[config.mk]
export PLATFORM = sky130hd
export DESIGN_NAME = cordic_phase_nco
export DESIGN_NICKNAME = d
export VERILOG_FILES = /design/src/rtl/cordic_phase_nco.sv
export SDC_FILE = /design/constraint.sdc
export NUM_CORES = 1
export LEC_CHECK = 0
export ABC_AREA = 1
export BUFFER_PORTS_ARGS = -buffer_cell sky130_fd_sc_hd__buf_2
export CORE_AREA = 2 2 179 181
export DETAILED_ROUTE_END_ITERATION = 7
export DIE_AREA = 0 0 181 183
export SLEW_MARGIN = 5
export SYNTH_ARGS = -nofsm -noshare
export SYNTH_HDL_FRONTEND = slang
export SYNTH_SLANG_ARGS = --single-unit
[constraint.sdc]
create_clock -name clk -period 5.8 [get_ports clk]
set_input_delay 1.45 -clock clk [delete_from_list [all_inputs] [get_ports clk]]
set_output_delay 1.45 -clock clk [all_outputs]
set_load 0.01 [all_outputs]
[src/rtl/cordic_phase_nco.sv]
// cordic_phase_nco: phase-accumulator NCO producing the theta word for cordic_rotation.
// FCW/POW updates arrive via valid/ready into a shadow register and are applied at the
// accumulator wrap (phase-continuous), on sync, or at once while the NCO is stopped.
// Optional feature: define CORDIC_PHASE_NCO_DITHER_EN to add LFSR dither below the
// truncation point.
module cordic_phase_nco #(
    parameter int unsigned ACC_WIDTH   = 32,
    parameter int unsigned PHASE_WIDTH = 8
) (
    input  logic                   clk,
    input  logic                   rst_n,
    input  logic                   en,
    input  logic                   sync,
    input  logic [ACC_WIDTH-1:0]   fcw_in,
    input  logic [ACC_WIDTH-1:0]   pow_in,
    input  logic                   cfg_valid,
    output logic                   cfg_ready,
    output logic [PHASE_WIDTH-1:0] theta,
    output logic                   theta_valid
);

    typedef enum logic [0:0] {StIdle, StPending} cfg_state_e;

    cfg_state_e           state_q, state_d;
    logic [ACC_WIDTH-1:0] acc_q, fcw_act_q, pow_act_q, fcw_shd_q, pow_shd_q, sum_q;
    logic [ACC_WIDTH-1:0] sum_d;
    logic [ACC_WIDTH:0]   acc_sum;
    logic                 v1_q;
    logic                 accept, apply, wrap;
    logic                 unused_sum_lo;

    // Carry out of the accumulator add marks the phase wrap.
    assign acc_sum   = {1'b0, acc_q} + {1'b0, fcw_act_q};
    assign wrap      = acc_sum[ACC_WIDTH];
    assign cfg_ready = (state_q == StIdle);
    assign accept    = cfg_valid && cfg_ready;
    assign apply     = (state_q == StPending) && (sync || (fcw_act_q == '0) || (en && wrap));

    // Bits below the truncation point only matter through the carry into the kept bits.
    assign unused_sum_lo = ^sum_q[ACC_WIDTH-PHASE_WIDTH-1:0];

`ifdef CORDIC_PHASE_NCO_DITHER_EN
    localparam int unsigned DitherShift = ACC_WIDTH - PHASE_WIDTH - 16;

    logic [15:0]          lfsr_q;
    logic [ACC_WIDTH-1:0] dither;

    assign dither = {{(ACC_WIDTH-16){1'b0}}, lfsr_q} << DitherShift;

    // Fibonacci LFSR x^16+x^14+x^13+x^11+1, reseeded on sync, stepped per sample.
    always_ff @(posedge clk or negedge rst_n) begin
        if (!rst_n) begin
            lfsr_q <= 16'hACE1;
        end else if (sync) begin
            lfsr_q <= 16'hACE1;
        end else if (en) begin
            lfsr_q <= {lfsr_q[14:0], lfsr_q[15] ^ lfsr_q[13] ^ lfsr_q[12] ^ lfsr_q[10]};
        end
    end

    // Phase sum with dither injected just below the kept bits.
    always_comb begin
        sum_d = acc_q + pow_act_q + dither;
    end
`else
    // Phase sum, pure truncation downstream.
    always_comb begin
        sum_d = acc_q + pow_act_q;
    end
`endif

    // Config FSM next state: accept into shadow, then wait for a qualifying apply edge.
    always_comb begin
        state_d = state_q;
        unique case (state_q)
            StIdle:    if (accept) state_d = StPending;
            StPending: if (apply)  state_d = StIdle;
            default:   state_d = StIdle;
        endcase
    end

    // Config state and shadow/active register transfer.
    always_ff @(posedge clk or negedge rst_n) begin
        if (!rst_n) begin
            state_q   <= StIdle;
            fcw_shd_q <= '0;
            pow_shd_q <= '0;
            fcw_act_q <= '0;
            pow_act_q <= '0;
        end else begin
            state_q <= state_d;
            if (accept) begin
                fcw_shd_q <= fcw_in;
                pow_shd_q <= pow_in;
            end
            if (apply) begin
                fcw_act_q <= fcw_shd_q;
                pow_act_q <= pow_shd_q;
            end
        end
    end

    // Accumulator and stage 1; sync wins over en. Uses the pre-apply fcw/pow on the wrap edge.
    always_ff @(posedge clk or negedge rst_n) begin
        if (!rst_n) begin
            acc_q <= '0;
            sum_q <= '0;
            v1_q  <= 1'b0;
        end else if (sync) begin
            acc_q <= '0;
            v1_q  <= 1'b0;
        end else if (en) begin
            acc_q <= acc_sum[ACC_WIDTH-1:0];
            sum_q <= sum_d;
            v1_q  <= 1'b1;
        end else begin
            v1_q  <= 1'b0;
        end
    end

    // Stage 2: truncate to the rotator phase width; theta holds between samples.
    always_ff @(posedge clk or negedge rst_n) begin
        if (!rst_n) begin
            theta       <= '0;
            theta_valid <= 1'b0;
        end else begin
            theta_valid <= v1_q;
            if (v1_q) begin
                theta <= sum_q[ACC_WIDTH-1 -: PHASE_WIDTH];
            end
        end
    end

endmodule
==> results.sh <==
export IMPL_status="complete, no violations"
export IMPL_diodes=0
export IMPL_ys_seq_area_frac=0.4153
export IMPL_ioPinCount=79
export IMPL_fmax_mhz=325.0
export IMPL_drive_above_1_share=0.1741
export IMPL_ys_warn_count=0
export IMPL_use_met2=0.3045
export IMPL_ff2ff_setup_slack_ns=2.72
export IMPL_drt_iter0_markers=510
export IMPL_r2r_cells=15
export IMPL_cts_sinks=179
export IMPL_critPathLaunchType="flip-flop"
export IMPL_grt_usage=0.1741
export IMPL_ir_worst_vdd_uv=170.3
export IMPL_synth_area_mm2=0.01079
export IMPL_initial_core_util=0.3454
export IMPL_cts_htree_levels=4
export IMPL_syn_num_nets=1464
export IMPL_critPathKind="flip-flop to flip-flop"
export IMPL_r2r_end="pow_act_q[23]$_DFFE_PN0P_"
export IMPL_drtPass1Iterations=5
export IMPL_power_density_mw_per_mm2=506.2
export IMPL_synth_edf_count=0
export IMPL_crit_cells=15
export IMPL_ys_ff_latch=179
export IMPL_hold_viol=0
export IMPL_hold_buffers=0
export IMPL_p_total_mw=6.125
export IMPL_nets=1532
export IMPL_worstSkewPairLatency_ns=0.45
export IMPL_wl_per_cell_um=15.34
export IMPL_synth_top_area_share=0.4153
export IMPL_skew_ns=0.01479
export IMPL_tns_ns=0
export IMPL_met3_usage=0.02542
export IMPL_drv_slew=0
export IMPL_numCtsBuffers=17
export IMPL_die_x_um=181
export IMPL_cts_resized=0
export IMPL_crit_buf_inv=0
export IMPL_die_h_um=183
export IMPL_path_max_fanout=64
export IMPL_power_leakage_nw=6.261
export IMPL_antenna_found_initial=0
export IMPL_rows=65
export IMPL_slowest_delay_ns=0.57
export IMPL_yosysTopAreaCell="dfrtp_1"
export IMPL_drcViolationCount=0
export IMPL_dr_total_vias=8876
export IMPL_crit_slowest_cell="nand2_4"
export IMPL_grt_max_degree=99
export IMPL_worstMarginPinSlew_ns=0.9684
export IMPL_finalSetupViolCount=0
export IMPL_post_place_ws_ns=2.533
export IMPL_layoutNonFillerInstCount=1815
export IMPL_slew_headroom=0.3544
export IMPL_min_period_over_period=0.5304
export IMPL_cts_path_max_buffers=2
export IMPL_fin_area_mm2=0.01210
export IMPL_overflow=0
export IMPL_totalWireLength_mm=27.85
export IMPL_dp_cells=1783
export IMPL_setup_worst_path_end_class="flip-flop"
export IMPL_reg2reg_from="acc_q[0]$_DFFE_PN0P_"
export IMPL_tritoncts="built"
export IMPL_synth_flop_cell="dfrtp_1"
export IMPL_synth_area_leaders="dfrtp_1, nand2_1, mux2_2"
export IMPL_use_met1=0.2214
export IMPL_root_buffer="clkbuf_16"
export IMPL_synthToLayoutAreaGrowth_pct=12.18
export IMPL_whs_ns=0.4833
export IMPL_cp_common_cell="nand2_1"
export IMPL_hold_depth=2
export IMPL_fin_crit_ns=3.077
export IMPL_place_area_mm2=0.01150
export IMPL_avgSynthCellArea_um2=8.098
export IMPL_hpwl_mm=20.99
export IMPL_timing_critical_path_from="acc_q[0]$_DFFE_PN0P_"
export IMPL_clk_transition_reported_paths_ns=0.07
export IMPL_portBuffers=78
export IMPL_cap_violations=0
export IMPL_grt_busiest_layer="met2"
export IMPL_worstPathRequired_ns=6.17
export IMPL_post_route_util=0.3875
export IMPL_via_per_inst=4.890
export IMPL_fin_ws_ns=2.723
export IMPL_rsz0062_at_grt="false"
export IMPL_hold_path_class="flip-flop to flip-flop"
export IMPL_hold_path_startpoint="sum_q[29]$_DFFE_PN0P_"
export IMPL_yosysUniqueCellTypes=40
export IMPL_grt_pass1_vias=8881
export IMPL_core_mm2=0.03123
export IMPL_place_congestion=0.8768
export IMPL_postCtsSetupBuffers=0
export IMPL_path_delay_family="simple AND/OR/NAND/NOR gates"
export IMPL_ys_async_sr_fraction=1.000
export IMPL_worstPathCellList="ha_1 -> fa_1 -> nand2_1 -> nand2_1 -> nand3_1 -> nand2_2 -> nand2_2 -> nand2_2 -> nand2_1 -> nand2_1 -> nand2_2 -> nand2_4 -> nand2_4 -> nand2_1 -> nand2_1"
export IMPL_worstHoldEndpoint="sum_q[29]$_DFFE_PN0P_"
export IMPL_grt_pass1_wl_mm=45.68
export IMPL_netlist_instances=1332
export IMPL_cp_data_arrival_time_ns=3.45
export IMPL_fp_dieArea_mm2=0.03312
export IMPL_drt_antenna_violating_nets=0
[worst min-delay path: cells and delay by family (launching register included)]
family / cells / cell delay [ns]
DFF: 1 / 0.35
and+or+nand+nor: 2 / 0.10
[per-layer routing]
metal  routed length [um]  share of wire  up-vias
met2                13650           0.49      134
met5                    0              0        -
met1                12700           0.46     4193
li1                     -              -     4519
met3                  833          0.030       30
met4                  664          0.024        0
[cells in the final DEF (no fill, tap or decap), types with 11 or more instances in the layout]
| cell | instances |
|---|---|
| nand3_2 | 42 |
| a21oi_1 | 75 |
| nor3_1 | 11 |
| dfrtp_1 | 178 |
| nor2_1 | 104 |
| mux2_2 | 72 |
| clkbuf_16 | 17 |
| nand3b_1 | 12 |
| nand3_1 | 69 |
| buf_2 | 77 |
| nand2_1 | 457 |
| ha_1 | 62 |
| o21ai_0 | 53 |
| inv_1 | 106 |
[registers in the layout (all words and copies together), names as in the netlist]
register and cells:
sum_q 8, state_q 1, fcw_act_q 32, theta 8, fcw_shd_q 32, pow_shd_q 32
pow_act_q 32, theta_valid 1, v1_q 1, acc_q 32
[logic make-up after synthesis]
group,count (synthesis),synth area share
fa+ha+maj,63,0.07377
simple gates,721,0.2957
mux,72,0.07517
flops,179,0.4153
xor+xnor,2,0.001624
compound gates,152,0.07691
buf+inv,143,0.06159
[final cells by class]
type                    count  area [um2]
clock buffers              18       439.2
clock inverters            14       165.2
fillers                  3244       19130
inverters                 108       405.4
multi-input cells        1010        5653
flip-flops and latches    179        4481
well taps                 402       503.0
repair buffers             84       454.2
[worst max-delay path by stage]
stage / to / slack (ns)
after floorplan: acc_q[15]$_DFFE_PN0P_ / 3.38
after global placement: acc_q[12]$_DFFE_PN0P_ / 2.57
after CTS: pow_act_q[23]$_DFFE_PN0P_ / 2.69
final: pow_act_q[23]$_DFFE_PN0P_ / 2.72
after detailed placement: acc_q[12]$_DFFE_PN0P_ / 2.53
after global routing: pow_act_q[13]$_DFFE_PN0P_ / 2.44
[cell usage after synthesis, types with 4 or more instances]
cell	number
a21o_1	4
a21oi_1	75
buf_12	5
buf_2	13
buf_4	5
clkbuf_1	11
dfrtp_1	179
ha_1	62
inv_1	106
mux2_2	72
nand2_1	458
nand2_2	6
nand3_1	69
nand3_2	42
nand3b_1	12
nand4_1	4
nor2_1	105
nor3_1	11
nor4_1	5
o21a_1	4
o21ai_0	53
o21bai_1	8
[power breakdown]
part	internal, mW	switching (mW)	leakage (nW)
logic	1.03	1.66	3.77
clock network	0.660	0.545	0.284
registers	1.75	0.481	2.20
No activity file was read; power rests on OpenSTA's default activity.
